==> src/rtl/mux_scan_ctrl.sv <==
// Purpose: sequences sel 0..3 into a 4:1 selector, samples mux_y after SETTLE, packs a 4-bit frame.
// Latency: en seen at edge k -> frame_valid at edge k+1+4*DWELL; frames back-to-back every 4*DWELL cycles.
// Backpressure: frame held while valid & !ready; a frame completing into a held slot is dropped and sets overrun.
//
// Ports:
//   clk, rst (async active-low)       : clock and reset
//   en, mode                          : scan enable (level), 0=auto / 1=manual (latched when leaving IDLE)
//   step_btn                          : raw push-button, synchronized and debounced internally
//   mux_y / sel                       : selector return value / select driven to the selector
//   frame, frame_valid, frame_ready   : output frame with valid/ready handshake
//   busy, overrun, clr_ovr            : not-IDLE flag, sticky drop flag and its synchronous clear
module mux_scan_ctrl #(
  parameter int DWELL     = 4,
  parameter int SETTLE    = 1,
  parameter int DB_CYCLES = 8
) (
  input  logic       clk,
  input  logic       rst,
  input  logic       en,
  input  logic       mode,
  input  logic       step_btn,
  input  logic       mux_y,
  output logic [1:0] sel,
  output logic [3:0] frame,
  output logic       frame_valid,
  input  logic       frame_ready,
  output logic       busy,
  output logic       overrun,
  input  logic       clr_ovr
);

  localparam int CW  = $clog2(DWELL);
  localparam int DBW = $clog2(DB_CYCLES + 1);

  typedef enum logic [1:0] {IDLE, SCAN, WAIT_STEP} state_t;

  state_t         state;
  logic [CW-1:0]  cnt;
  logic [3:0]     part;
  logic [3:0]     part_nxt;
  logic           mode_l;
  logic           en_q;
  logic           dwell_end;
  logic           frame_done;

  logic           btn_s1, btn_s2;
  logic           db_lvl;
  logic [DBW-1:0] db_cnt;
  logic           step_p;

  // Partial frame including this edge's sample, so a sample that lands on
  // the final dwell edge of channel 3 (SETTLE == DWELL-1) still reaches frame.
  always_comb begin
    part_nxt = part;
    if (state == SCAN && cnt == CW'(SETTLE))
      part_nxt[sel] = mux_y;
  end

  assign dwell_end  = (state == SCAN) && (cnt == CW'(DWELL - 1));
  assign frame_done = dwell_end && (sel == 2'd3);

  // Synchronizer plus debouncer; step_p is a one-cycle pulse on a debounced rise.
  always_ff @(posedge clk or negedge rst) begin
    if (!rst) begin
      btn_s1 <= 1'b0;
      btn_s2 <= 1'b0;
      db_lvl <= 1'b0;
      db_cnt <= '0;
      step_p <= 1'b0;
    end else begin
      btn_s1 <= step_btn;
      btn_s2 <= btn_s1;
      step_p <= 1'b0;
      if (btn_s2 != db_lvl) begin
        if (db_cnt == DBW'(DB_CYCLES - 1)) begin
          db_lvl <= btn_s2;
          db_cnt <= '0;
          step_p <= btn_s2;
        end else begin
          db_cnt <= db_cnt + DBW'(1);
        end
      end else begin
        db_cnt <= '0;   // any bounce back restarts the count
      end
    end
  end

  always_ff @(posedge clk or negedge rst) begin
    if (!rst) begin
      state       <= IDLE;
      sel         <= 2'd0;
      cnt         <= '0;
      part        <= 4'd0;
      mode_l      <= 1'b0;
      en_q        <= 1'b0;
      frame       <= 4'd0;
      frame_valid <= 1'b0;
      busy        <= 1'b0;
      overrun     <= 1'b0;
    end else begin
      // en is registered once; all decisions use en_q, which gives the
      // one-cycle gap between en being seen and the first scan edge.
      en_q <= en;

      // Output slot: a completion may load together with a same-edge consume.
      if (frame_done) begin
        if (!frame_valid || frame_ready) begin
          frame       <= part_nxt;
          frame_valid <= 1'b1;
        end
      end else if (frame_valid && frame_ready) begin
        frame_valid <= 1'b0;
      end

      // Set wins over clear.
      if (frame_done && frame_valid && !frame_ready)
        overrun <= 1'b1;
      else if (clr_ovr)
        overrun <= 1'b0;

      case (state)
        IDLE: begin
          sel <= 2'd0;
          cnt <= '0;
          if (en_q && (!mode || step_p)) begin
            state  <= SCAN;
            busy   <= 1'b1;
            mode_l <= mode;
          end
        end
        SCAN: begin
          part <= part_nxt;
          if (dwell_end) begin
            cnt <= '0;
            if (sel != 2'd3) begin
              sel <= sel + 2'd1;
              if (mode_l)
                state <= WAIT_STEP;
            end else begin
              // en only matters at frame end; a started frame always finishes.
              sel <= 2'd0;
              if (!en_q) begin
                state <= IDLE;
                busy  <= 1'b0;
              end else if (mode_l) begin
                state <= WAIT_STEP;
              end
            end
          end else begin
            cnt <= cnt + CW'(1);
          end
        end
        WAIT_STEP: begin
          cnt <= '0;
          if (!en_q) begin
            state <= IDLE;
            busy  <= 1'b0;
            sel   <= 2'd0;
            part  <= 4'd0;   // abandoned partial frame
          end else if (step_p) begin
            state <= SCAN;
          end
        end
        default: begin
          state <= IDLE;
          busy  <= 1'b0;
        end
      endcase
    end
  end

endmodule

==> config.mk <==
export PLATFORM = sky130hd
export DESIGN_NAME = mux_scan_ctrl
export DESIGN_NICKNAME = d
export VERILOG_FILES = /design/src/rtl/mux_scan_ctrl.sv
export SDC_FILE = /design/constraint.sdc
export NUM_CORES = 1
export LEC_CHECK = 0
export ABC_AREA = 1
export ABC_CLOCK_PERIOD_IN_PS = 3200
export BUFFER_PORTS_ARGS = -buffer_cell sky130_fd_sc_hd__buf_2
export CAP_MARGIN = 20
export CORE_ASPECT_RATIO = 1.1
export CORE_MARGIN = 2
export CORE_UTILIZATION = 53
export DETAILED_ROUTE_END_ITERATION = 16
export PLACE_DENSITY = 0.82
export SLEW_MARGIN = 20
export SYNTH_ARGS = -nofsm -noshare
export SYNTH_HDL_FRONTEND = slang
export SYNTH_SLANG_ARGS = --single-unit
==> constraint.sdc <==
create_clock -name clk -period 3.2 [get_ports clk]
set_input_delay 0 -clock clk [delete_from_list [all_inputs] [get_ports clk]]
set_output_delay 0 -clock clk [all_outputs]
set_load 0.02 [all_outputs]
; ---- Word level (Yosys, flattened, before mapping)
; Cells that the tools add are included.
; W data, S select, Z words.
[totals]
regBits = 27
output_inout_bits = 9
wordCells = 96
[op_classes]
add_sub_neg = 3
magnitude_cmp = 2
n_eq_ne = 14
muxes = 34
n_reduce_logical = 28
[op_table]
columns = operator, n
row1 = $mux W2, 11
row2 = $mux W4, 4
row3 = $mux W1, 12
row4 = $pmux W2 S3, 2
row5 = $ne A2 B2 Y1 const B, 5
row6 = $reduce_and A2 Y1, 5
row7 = $reduce_and A3 Y1, 3
row8 = $logic_and A1 B1 Y1, 8
row9 = $pmux W4 S2, 1
row10 = $reduce_bool A2 Y1, 4
row11 = $eq A2 B2 Y1 const B, 3
row12 = $add A2 B1 Y2 const B, 2
row13 = $add A4 B1 Y4 const B, 1
row14 = $bwmux W4, 1
row15 = $eq A2 B1 Y1 const B, 2
row16 = $eq A4 B3 Y1 const B, 1
row17 = $pmux W2 S2, 1
row18 = $logic_not A1 Y1, 3
row19 = $lt A2 B3 Y1 const B, 1
row20 = $ne A3 B3 Y1 const B, 1
row21 = $pmux W1 S3, 1
row22 = $reduce_bool A3 Y1, 1
row23 = $demux W1 S2, 1
row24 = $ge A2 B1 Y1 const B, 1
row25 = 5 further kinds, 6

; ---- Depth between registers and ports, before layout
; Gate-level depths: netlist of the first run.
[logic_depth]
ltp_word = 7
ltp_mapped = 9
ltp_nobuf = 8

; ---- Worst setup path before layout of the first run
; No wires, ideal clock.
[synth_timing]
kind = register -> register
from = register sel[1]
to = register frame[0]
setup_ps = 122
arrival_ps = 1145
required_ps = 3078
setup_slack_ps = 1933
stages_incl_launch_ff = 7
n_path_buf = 0
synth_period_minus_slack_ps = 1267
path_cell_list = dfrtp_1 -> ha_1 -> inv_1 -> nor2_4 -> nand2_4 -> nand2_1 -> o21ai_1
[synth_between]
elab_chain_len = 6
word_cells_on_any_way = 10
cone_classes = order compare: 2 / eq/ne: 1 / mux: 4 / reduce/logical: 3
[synth_rtl]
columns = element, line
row1 = from (decl), 23  ; output logic [1:0] sel,
row2 = from (signal assigned), 136  ; sel <= sel + 2'd1;
row3 = $lt A2 B3 Y1 (implied by the code) or $ge A2 B1 Y1 (tied branches), 56  ; part_nxt[sel] = mux_y;
row4 = $logic_and A1 B1 Y1 (implied by the code), 56
row5 = $mux W1 (implied by the code), 56
row6 = $demux W1 S2, 56
row7 = $bwmux W4, 56
row8 = $mux W4, 55  ; if (state == SCAN && cnt == CW'(SETTLE))
row9 = to (signal assigned), 108  ; frame <= part_nxt;
row10 = to (decl), 24  ; output logic [3:0] frame,
; Several ways; a longest one is shown, not always the timed one.
; A chain may end at the register's enable or synchronous reset.

; ---- Worst setup path in the final report of the first run
[layout_timing]
from = register state[1]
to = register overrun
[layout_between]
elab_chain_len = 6
word_cells_on_any_way = 7
cone_classes = eq/ne: 1 / mux: 1 / reduce/logical: 5
[layout_rtl]
columns = element, line
row1 = from (decl), 37  ; state_t state;
row2 = from (signal assigned), 90  ; state <= IDLE;
row3 = from (signal assigned), 126  ; state <= SCAN;
row4 = from (signal assigned), 138  ; state <= WAIT_STEP;
row5 = $eq A2 B1 Y1 (*), 59  ; assign dwell_end = (state == SCAN) && (cnt == CW'(DWELL - 1));
row6 = $logic_and A1 B1 Y1 (*), 59
row7 = $logic_and A1 B1 Y1 (*), 60  ; assign frame_done = dwell_end && (sel == 2'd3);
row8 = $logic_and A1 B1 Y1 (*) (2 in series), 116  ; if (frame_done && frame_valid && !frame_ready)
row9 = $mux W1 or $reduce_bool A2 Y1 (tied branches), n/a
row10 = to (signal assigned), 99  ; overrun <= 1'b0;
row11 = to (signal assigned), 117  ; overrun <= 1'b1;
row12 = to (signal assigned), 119  ; overrun <= 1'b0;
row13 = to (decl), 28  ; output logic overrun,
; Every way passes the cells marked *; elsewhere a longest branch is shown, timed or not.

==> results of run 1 <==
-- kinds of logic after synthesis --
family,count (synthesis)
simple gates,66
compound gates,29
flops,27
buf+inv,25
fa+ha+maj,11
xor+xnor,2
-- flip-flops by register name (all words and copies together), names as in the netlist --
name and flops:
db_cnt 4, frame 4, part 4, cnt 2, sel 2, state 2, btn_s1 1, btn_s2 1
busy 1, db_lvl 1, en_q 1, frame_valid 1, mode_l 1, overrun 1, step_p 1
-- timing repair --
action / in CTS / in global routing
hold buffers: 7 / 0
endpoints found under the hold margin: 32 / 0
buffers inserted: 0 / 0
-- cell usage after synthesis, types with 2 or more instances --
| master | instances | area (sq um) |
|---|---|---|
| nand2_1 | 35 | 131.4 |
| dfrtp_1 | 27 | 675.7 |
| inv_1 | 21 | 78.83 |
| o21ai_1 | 17 | 85.08 |
| ha_1 | 11 | 137.6 |
| nand3_1 | 9 | 45.04 |
| nor2_1 | 9 | 33.78 |
| a21oi_1 | 4 | 20.02 |
| o21ai_0 | 4 | 20.02 |
| o21bai_1 | 4 | 30.03 |
| nor2_4 | 3 | 33.78 |
| inv_2 | 2 | 7.510 |
| nand2_2 | 2 | 12.51 |
| nand2_4 | 2 | 22.52 |
-- tightest hold or removal path, delay by kind of cell --
kind            cells  cell delay, ps
buf+inv             1             120
compound gates      2             200
-- through the flow --
step	power [W]	util	setup WS [ps]	hold slack, ps
2_1_floorplan	0.0009726	-	1933	-295.6
3_3_place_gp	0.001065	0.6033	1696	27.86
3_5_place_dp	0.001094	0.6033	1655	37.75
4_1_cts	0.001261	0.6430	1216	10.44
5_1_grt	0.001381	0.6430	1098	33.55
6_report	0.001257	0.6430	1214	13.11
-- final cells by class --
class / instances / share of cell area
Tap cell: 31 / 0.02394
Timing Repair Buffer: 23 / 0.09266
Sequential cell: 27 / 0.4170
Clock buffer: 3 / 0.01390
Inverter: 24 / 0.05714
Multi-Input combinational cell: 108 / 0.3907
Clock inverter: 1 / 0.004633
-- layer usage --
metal,vias up,global-route usage,share of wire
met4,0,0.05495,0.0063
met5,-,0,0
li1,561,-,-
met1,534,0.2449,0.44
met2,19,0.3474,0.52
met3,2,0.03093,0.037
-- final timing paths --
kind | start | to | depth (start not counted)
max | state[1] | overrun | 7
min in group asynchronous | rst | part[1] | 2
min reg2reg | btn_s1 | btn_s2 | 0
max in group asynchronous | rst | mode_l | 2
max reg2reg | state[1] | overrun | 7
min | mux_y | frame[2] | 3
-- where the power goes --
group	internal, W	switching [W]
Sequential	0.000427	0.0000660
Clock	0.0000478	0.000106
Combinational	0.000231	0.000379
==> impl_metrics.env, run 1 <==
export IMPL_synth_compound_area_frac=0.1098
export IMPL_critPathSlowestCell="dlygate4sd3_1"
export IMPL_cap_violations=0
export IMPL_rows=19
export IMPL_critPathRequiredTime_ps=3480
export IMPL_cts_buffers=3
export IMPL_layout_drive_gt1_share=0.1828
export IMPL_gp_congestion=0.8858
export IMPL_path_delay_family="buffers and inverters"
export IMPL_hp_class="primary input to register"
export IMPL_crit_fanout=8
export IMPL_syn_to_final_growth_pct=14.70
export IMPL_fin_cells=217
export IMPL_arrival_ps=2260
export IMPL_drt_iter0_markers=34
export IMPL_io_pins=17
export IMPL_ant_nets=0
export IMPL_drc_errors=0
export IMPL_dieArea_sq_um=3095
export IMPL_hold_viol=0
export IMPL_port_buffers=16
export IMPL_layout_common_cells="nand2_1, dfrtp_1, inv_1"
export IMPL_synth_fp_nets=179
export IMPL_grt_pass1_wl_mm=4.540
export IMPL_cts_resized=0
export IMPL_period_share=0.6205
export IMPL_tightest_slew_ps=579.0
export IMPL_async_flop_share=1.000
export IMPL_multiInputGateArea_sq_um=633.1
export IMPL_period_minus_slack_ps=1986
export IMPL_dpl_cell_count=206
export IMPL_crit_chain="inv_1, ha_1, nand2_2, nor2_4, nand3_1, o21ai_0, dlygate4sd3_1"
export IMPL_synth_edff_count=0
export IMPL_layout_commonest_cell="nand2_1"
export IMPL_outcome="finished clean"
export IMPL_cellLeakagePower_nw=0.8253
export IMPL_rsz0062_at_grt="no"
export IMPL_setup_viol=0
export IMPL_synth_mux_area_fraction=0
export IMPL_register_area_sq_um=675.6
export IMPL_clk_path_buf_depth=2
export IMPL_die_y_microns=58.15
export IMPL_reg2reg_setup_slack_ps=1210
export IMPL_wl_per_cell_microns=11.71
export IMPL_place_hpwl_mm=1.827
export IMPL_core_area_sq_um=2520
export IMPL_start_util=0.5606
export IMPL_crit_buf_inv=2
export IMPL_cp_end_kind="register"
export IMPL_fin_worst_skew_ps=1.673
export IMPL_n_fill_cell=209
export IMPL_clkTransAtPathRegs_ps=150
export IMPL_wl_mm=2.540
export IMPL_antenna_found_initial=0
export IMPL_syn_avg_cell_area_sq_um=8.829
export IMPL_insertion_delay_ps=320
export IMPL_ys_types=24
export IMPL_peakVddDrop_v=0.0004401
export IMPL_cts_sink_count=27
export IMPL_synthXorXnorAreaFrac=0.01240
export IMPL_diodes=0
export IMPL_htreeDepth=1
export IMPL_final_area_sq_um=1620
export IMPL_place_area_sq_um=1520
export IMPL_viasPerCell=5.143
export IMPL_synth_top_family_by_area="simple AND/OR/NAND/NOR gates"
export IMPL_cts_tree="yes"
export IMPL_vias=1116
export IMPL_ctsRootBufferMaster="clkbuf_4"
export IMPL_syn_area_sq_um=1413
export IMPL_synthAdderAreaFrac=0.09743
export IMPL_ys_seq_elements=27
export IMPL_timing_setup_tns_ps=0
export IMPL_synthFlopType="dfrtp_1"
export IMPL_grt_max_degree=28
export IMPL_crit_type="register to register"
export IMPL_grt_remaining_overflow=0
export IMPL_drtPass1Iterations=4
export IMPL_max_freq_mhz=503.7
export IMPL_final_nets=206
export IMPL_grt_pass1_vias=1090
export IMPL_ys_seq_area_frac=0.4783
export IMPL_relSlewSlack=0.6140
export IMPL_yosys_area_share_simple=0.2285
export IMPL_yosys_warnings=0
export IMPL_grtUsageTotal=0.1968
export IMPL_slew_violations=0
export IMPL_syn_inst=160
export IMPL_p_per_area_nw_per_um2=775.5
export IMPL_crit_path_start_kind="register"
export IMPL_chipWidth_microns=53.23
export IMPL_slowest_delay_ps=570
(Power assumes the default switching activity.)
==> run 2, diff against run 1 <==
--- a/config.mk
+++ b/config.mk
@@ -6,7 +6,7 @@
 export NUM_CORES = 1
 export LEC_CHECK = 0
 export ABC_AREA = 1
-export ABC_CLOCK_PERIOD_IN_PS = 3200
+export ABC_CLOCK_PERIOD_IN_PS = 2000
 export BUFFER_PORTS_ARGS = -buffer_cell sky130_fd_sc_hd__buf_2
 export CAP_MARGIN = 20
 export CORE_ASPECT_RATIO = 1.1
==> constraint.sdc (replaced) <==
create_clock -name clk -period 2 [get_ports clk]
set_input_delay 0 -clock clk [delete_from_list [all_inputs] [get_ports clk]]
set_output_delay 0 -clock clk [all_outputs]
set_load 0.02 [all_outputs]
==> impl_metrics.env, run 2 (synthesis results as in run 1) <==
export IMPL_drt_iter0_markers=33
export IMPL_peakVddDrop_v=0.0007041
export IMPL_relSlewSlack=0.6111
export IMPL_final_nets=205
export IMPL_switchingPower_w=0.0008833
export IMPL_worst_slack_ps=428.8
export IMPL_layout_commonest_cell="nand2_1"
export IMPL_core_area_sq_um=2520
export IMPL_cellLeakagePower_nw=0.8184
export IMPL_pwr_share_clk=0.123
export IMPL_hold_viol=0
export IMPL_final_area_sq_um=1610
export IMPL_cts_resized=0
export IMPL_vias=1116
export IMPL_outcome="finished clean"
export IMPL_sw_frac_of_total=0.4390
export IMPL_start_util=0.5606
export IMPL_layout_common_cells="nand2_1, dfrtp_1, inv_1"
export IMPL_ant_nets=0
export IMPL_clkTransAtPathRegs_ps=150
export IMPL_timing_setup_tns_ps=0
export IMPL_drc_errors=0
export IMPL_grt_pass1_wl_mm=4.512
export IMPL_dieArea_sq_um=3095
export IMPL_layout_drive_gt1_share=0.1838
export IMPL_cts_tree="yes"
export IMPL_cts_buffers=3
export IMPL_cap_violations=0
export IMPL_place_area_sq_um=1520
export IMPL_seqPwrFrac=0.392
export IMPL_ctsRootBufferMaster="clkbuf_4"
export IMPL_grt_remaining_overflow=0
export IMPL_viasPerCell=5.167
export IMPL_syn_to_final_growth_pct=13.99
export IMPL_wl_per_cell_microns=11.79
export IMPL_insertion_delay_ps=330
export IMPL_internal_power_w=0.001129
export IMPL_crit_fanout=8
export IMPL_die_y_microns=58.15
export IMPL_chipWidth_microns=53.23
export IMPL_grtUsageTotal=0.1957
export IMPL_htreeDepth=1
export IMPL_wl_met3_microns=98
export IMPL_period_share=0.7856
export IMPL_place_hpwl_mm=1.827
export IMPL_dr_wl_met2_mm=1.306
export IMPL_reg_largest_list="db_cnt: 4 flops, frame: 4 flops, part: 4 flops"
export IMPL_dp_slack_ps=455.2
export IMPL_tightest_slew_ps=583.3
export IMPL_hp_class="primary input to register"
export IMPL_antenna_found_initial=0
export IMPL_port_buffers=16
export IMPL_cp_end_kind="register"
export IMPL_clk_path_buf_depth=2
export IMPL_p_per_area_nw_per_um2=1250
export IMPL_max_freq_mhz=636.4
export IMPL_rows=19
export IMPL_period_minus_slack_ps=1571
export IMPL_grt_max_degree=28
export IMPL_slew_violations=0
export IMPL_fin_worst_skew_ps=1.689
export IMPL_arrival_ps=1800
export IMPL_critPathRequiredTime_ps=2230
export IMPL_n_fill_cell=210
export IMPL_drtPass1Iterations=4
export IMPL_io_pins=17
export IMPL_wl_mm=2.547
export IMPL_grt_pass1_vias=1071
export IMPL_combPwrFrac=0.485
export IMPL_dr_max_layer_used="met4"
export IMPL_rsz0062_at_grt="no"
export IMPL_m1WireLength_mm=1.125
export IMPL_cts_sink_count=27
export IMPL_diodes=0
export IMPL_crit_path_start_kind="register"
export IMPL_setup_viol=0
export IMPL_gp_congestion=0.8858
export IMPL_crit_type="register to register"
[run 2: metrics by stage]
stage | power, W | utilization | cells | hold slack [ps]
finish | 0.002012 | 0.6390 | 216 | 13.73
global route | 0.002213 | 0.6390 | 216 | 33.55
CTS | 0.002018 | 0.6390 | 216 | 10.44
detailed placement | 0.001751 | 0.6033 | 206 | 37.75
global placement | 0.001704 | 0.6033 | 206 | 27.87
floorplan | 0.001556 | - | 160 | -295.6
[run 2: layout make-up]
class	instances	area [sq um]	area share
Timing Repair Buffer	22	140.1	0.08702
Clock buffer	3	22.52	0.01399
Sequential cell	27	675.6	0.4196
Clock inverter	1	7.507	0.004662
Multi-Input combinational cell	108	633.1	0.3932
Tap cell	31	38.79	0.02409
Inverter	24	92.59	0.05750
[run 2: critical path, cell delays in order (launching register included)]
cell	delay [ps]
dfrtp_1	460
inv_1	90
ha_1	400
nand2_4	110
inv_2	100
nand2_1	50
o21ai_1	170
o21ai_1	90
[run 2: routing by layer]
layer	global-route usage	vias to the layer above
met2	0.3386	21
met5	0	-
met3	0.03093	2
li1	-	558
met1	0.2500	535
met4	0.05495	0
[run 2: power groups by stage]
stage	combinational, W	sequential [W]	clock (W)
6_report	0.000977	0.000788	0.000247
5_1_grt	0.00113	0.000810	0.000275
4_1_cts	0.000977	0.000790	0.000251
3_5_place_dp	0.000951	0.000799	0
3_3_place_gp	0.000917	0.000788	0
2_1_floorplan	0.000751	0.000806	0
[run 2: repair_timing]
action                                  4_1_cts  5_1_grt
buffers inserted                              0        0
endpoints found under the setup margin        0        0
hold buffers                                  6        0
hold endpoints to repair                     32        0
[run 2: path summary, 6_finish.rpt]
path	cells past startpoint	from	slack [ps]	end
min reg2reg	0	btn_s1	370	btn_s2
max	7	state[1]	430	part[3]
min in group asynchronous	2	rst	180	part[1]
min	3	mux_y	10	frame[2]
max in group asynchronous	2	rst	1440	en_q
max reg2reg	7	state[1]	430	part[3]
==> run 3, diff against run 2 <==
--- a/config.mk
+++ b/config.mk
@@ -5,8 +5,8 @@
 export SDC_FILE = /design/constraint.sdc
 export NUM_CORES = 1
 export LEC_CHECK = 0
-export ABC_AREA = 1
-export ABC_CLOCK_PERIOD_IN_PS = 2000
+export ABC_AREA = 0
+export ABC_CLOCK_PERIOD_IN_PS = 1500
 export BUFFER_PORTS_ARGS = -buffer_cell sky130_fd_sc_hd__buf_2
 export CAP_MARGIN = 20
 export CORE_ASPECT_RATIO = 1.1
==> constraint.sdc (replaced) <==
create_clock -name clk -period 1.5 [get_ports clk]
set_input_delay 0 -clock clk [delete_from_list [all_inputs] [get_ports clk]]
set_output_delay 0 -clock clk [all_outputs]
set_load 0.02 [all_outputs]
==> impl_metrics.env, run 3 <==
export IMPL_grt_max_degree=28
export IMPL_drt_iter0_markers=22
export IMPL_core_area_sq_um=2449
export IMPL_synth_fp_nets=144
export IMPL_tightest_slew_ps=579.1
export IMPL_viasPerCell=5.321
export IMPL_wl_mm=2.440
export IMPL_synthXorXnorAreaFrac=0.01304
export IMPL_max_freq_mhz=688.5
export IMPL_fin_cells=187
export IMPL_io_pins=17
export IMPL_rows=19
export IMPL_port_buffers=16
export IMPL_vias=995
export IMPL_layout_drive_gt1_share=0.2756
export IMPL_crit_type="register to register"
export IMPL_crit_path_start_kind="register"
export IMPL_drc_errors=0
export IMPL_cap_violations=0
export IMPL_hold_viol=0
export IMPL_outcome="finished clean"
export IMPL_ctsRootBufferMaster="clkbuf_4"
export IMPL_cp_end_kind="register"
export IMPL_dpl_cell_count=175
export IMPL_grtUsageTotal=0.1949
export IMPL_grt_remaining_overflow=0
export IMPL_chipWidth_microns=52.01
export IMPL_async_flop_share=1.000
export IMPL_whs_ps=199.9
export IMPL_sw_frac_of_total=0.3667
export IMPL_internal_power_w=0.001514
export IMPL_synth_area_leader_cell="dfrtp_1"
export IMPL_seqPwrFrac=0.431
export IMPL_clk_path_buf_depth=2
export IMPL_htreeDepth=1
export IMPL_cts_tree="yes"
export IMPL_dieArea_sq_um=2955
export IMPL_timing_setup_tns_ps=0
export IMPL_start_util=0.5488
export IMPL_yosys_area_share_simple=0.1453
export IMPL_period_minus_slack_ps=1452
export IMPL_syn_avg_cell_area_sq_um=10.75
export IMPL_period_share=0.9683
export IMPL_pwr_share_clk=0.129
export IMPL_cts_sink_count=27
export IMPL_relSlewSlack=0.6139
export IMPL_synth_edff_count=0
export IMPL_drtPass1Iterations=4
export IMPL_layout_common_cells="dfrtp_1, buf_2, nand2_1"
export IMPL_synthAdderAreaFrac=0.1024
export IMPL_ys_types=33
export IMPL_layout_commonest_cell="dfrtp_1"
export IMPL_final_area_sq_um=1622
export IMPL_antenna_found_initial=0
export IMPL_ant_nets=0
export IMPL_place_hpwl_mm=1.851
export IMPL_synth_area_leaders="dfrtp_1, ha_1, o21ai_0"
export IMPL_combPwrFrac=0.439
export IMPL_peakVddDrop_v=0.0008946
export IMPL_slew_violations=0
export IMPL_ys_seq_elements=27
export IMPL_grt_pass1_vias=1045
export IMPL_syn_area_sq_um=1344
export IMPL_cts_buffers=3
export IMPL_synth_common_cells="dfrtp_1, ha_1, inv_1, nand2_1, o21ai_0"
export IMPL_synth_compound_area_frac=0.1471
export IMPL_place_area_sq_um=1490
export IMPL_arrival_ps=1670
export IMPL_cellLeakagePower_nw=0.7971
export IMPL_diodes=0
export IMPL_insertion_delay_ps=310
export IMPL_ys_seq_area_frac=0.5028
export IMPL_synth_top_family_by_area="compound AO/OA/AOI/OAI gates"
export IMPL_synth_top_area_frac=0.5028
export IMPL_die_y_microns=56.81
export IMPL_critPathRequiredTime_ps=1720
export IMPL_fin_worst_skew_ps=7.868
export IMPL_reg_largest_list="db_cnt: 4 flops, frame: 4 flops, part: 4 flops"
export IMPL_synth_mux_area_fraction=0.04655
export IMPL_clkTransAtPathRegs_ps=140
export IMPL_grt_pass1_wl_mm=4.367
export IMPL_p_total_w=0.002391
export IMPL_hp_class="primary input to asynchronous set/reset pin"
export IMPL_p_per_area_nw_per_um2=1475
export IMPL_syn_to_final_growth_pct=20.67
export IMPL_switchingPower_w=0.0008768
export IMPL_yosys_warnings=0
export IMPL_rsz0062_at_grt="yes"
export IMPL_gp_congestion=0.8370
export IMPL_final_nets=176
export IMPL_yosysMostFrequentCell="dfrtp_1"
export IMPL_synthFlopType="dfrtp_1"
export IMPL_syn_inst=125
export IMPL_setup_viol=0
export IMPL_crit_fanout=7
export IMPL_wl_per_cell_microns=13.05
[run 3: changes by cell type after synthesis, sizes merged, moves of 5 or more]
cell	before	now
inv	24	10
nor2	13	6
nand2	39	10
a31oi	0	5
o21ai	21	11
[run 3: power groups by stage]
stage / sequential, W / combinational [W] / clock, W
floorplan: 0.00104 / 0.000678 / 0
global placement: 0.00101 / 0.000956 / 0
detailed placement: 0.00103 / 0.00100 / 0
CTS: 0.00102 / 0.00103 / 0.000319
global route: 0.00105 / 0.00117 / 0.000358
finish: 0.00103 / 0.00105 / 0.000309
[run 3: final timing paths]
check / to / startpoint / cells past startpoint / slack (ps)
worst max-delay path: state[0] / state[0] / 6 / 50
worst min-delay path: sel[0] / rst / 2 / 200
worst max register to register: state[0] / state[0] / 6 / 50
worst min register to register: btn_s2 / btn_s1 / 0 / 370
max in group asynchronous: state[0] / rst / 2 / 890
min in group clk: en_q / en / 2 / 320
[run 3: kinds of logic (layout without fill, tap and decap cells)]
| kind of cell | count (synthesis) | after routing |
|---|---|---|
| xor+xnor | 2 | 2 |
| flops | 27 | 27 |
| compound gates | 29 | 29 |
| fa+ha+maj | 11 | 11 |
| buf+inv | 13 | 44 |
| simple gates | 37 | 37 |
| mux | 6 | 6 |
[run 3: timing repair]
item | in CTS | in global routing
gates cloned | 0 | 0
pin swaps | 0 | 1
resized for setup | 1 | 9
hold endpoints to repair | 33 | 0
setup endpoints to repair | 1 | 10
hold buffers | 7 | 0
buffers inserted | 0 | 1
[run 3: metrics by stage]
stage | setup slack, ps | utilization
after floorplan | 11.64 | -
after global placement | 58.16 | 0.6086
after detailed placement | 30.83 | 0.6086
after CTS | 6.861 | 0.6505
after global routing | -43.40 | 0.6622
final | 47.52 | 0.6622
[run 3: area by class of cell]
| class | instances | area (sq um) |
|---|---|---|
| fill | 203 | 827.0 |
| sequential | 27 | 676.9 |
| multi-input combinational | 85 | 635.6 |
| timing repair buffer | 30 | 202.7 |
| tap | 31 | 38.79 |
| inverter | 10 | 37.54 |
| clock buffer | 3 | 22.52 |
| clock inverter | 1 | 7.507 |
[run 3: worst max-delay path, cell delays in order, from the launching register on]
cell      delay, ps
dfrtp_2         450
inv_2            60
ha_2            190
and2_4          170
a21boi_4        140
o211ai_1        110
a22o_1          240
[run 3: routing by layer]
| metal | share of wire | GRT usage |
|---|---|---|
| met1 | 0.45 | 0.2412 |
| met2 | 0.52 | 0.3400 |
| met3 | 0.022 | 0.03191 |
| met4 | 0.0049 | 0.06015 |
| met5 | 0 | 0 |
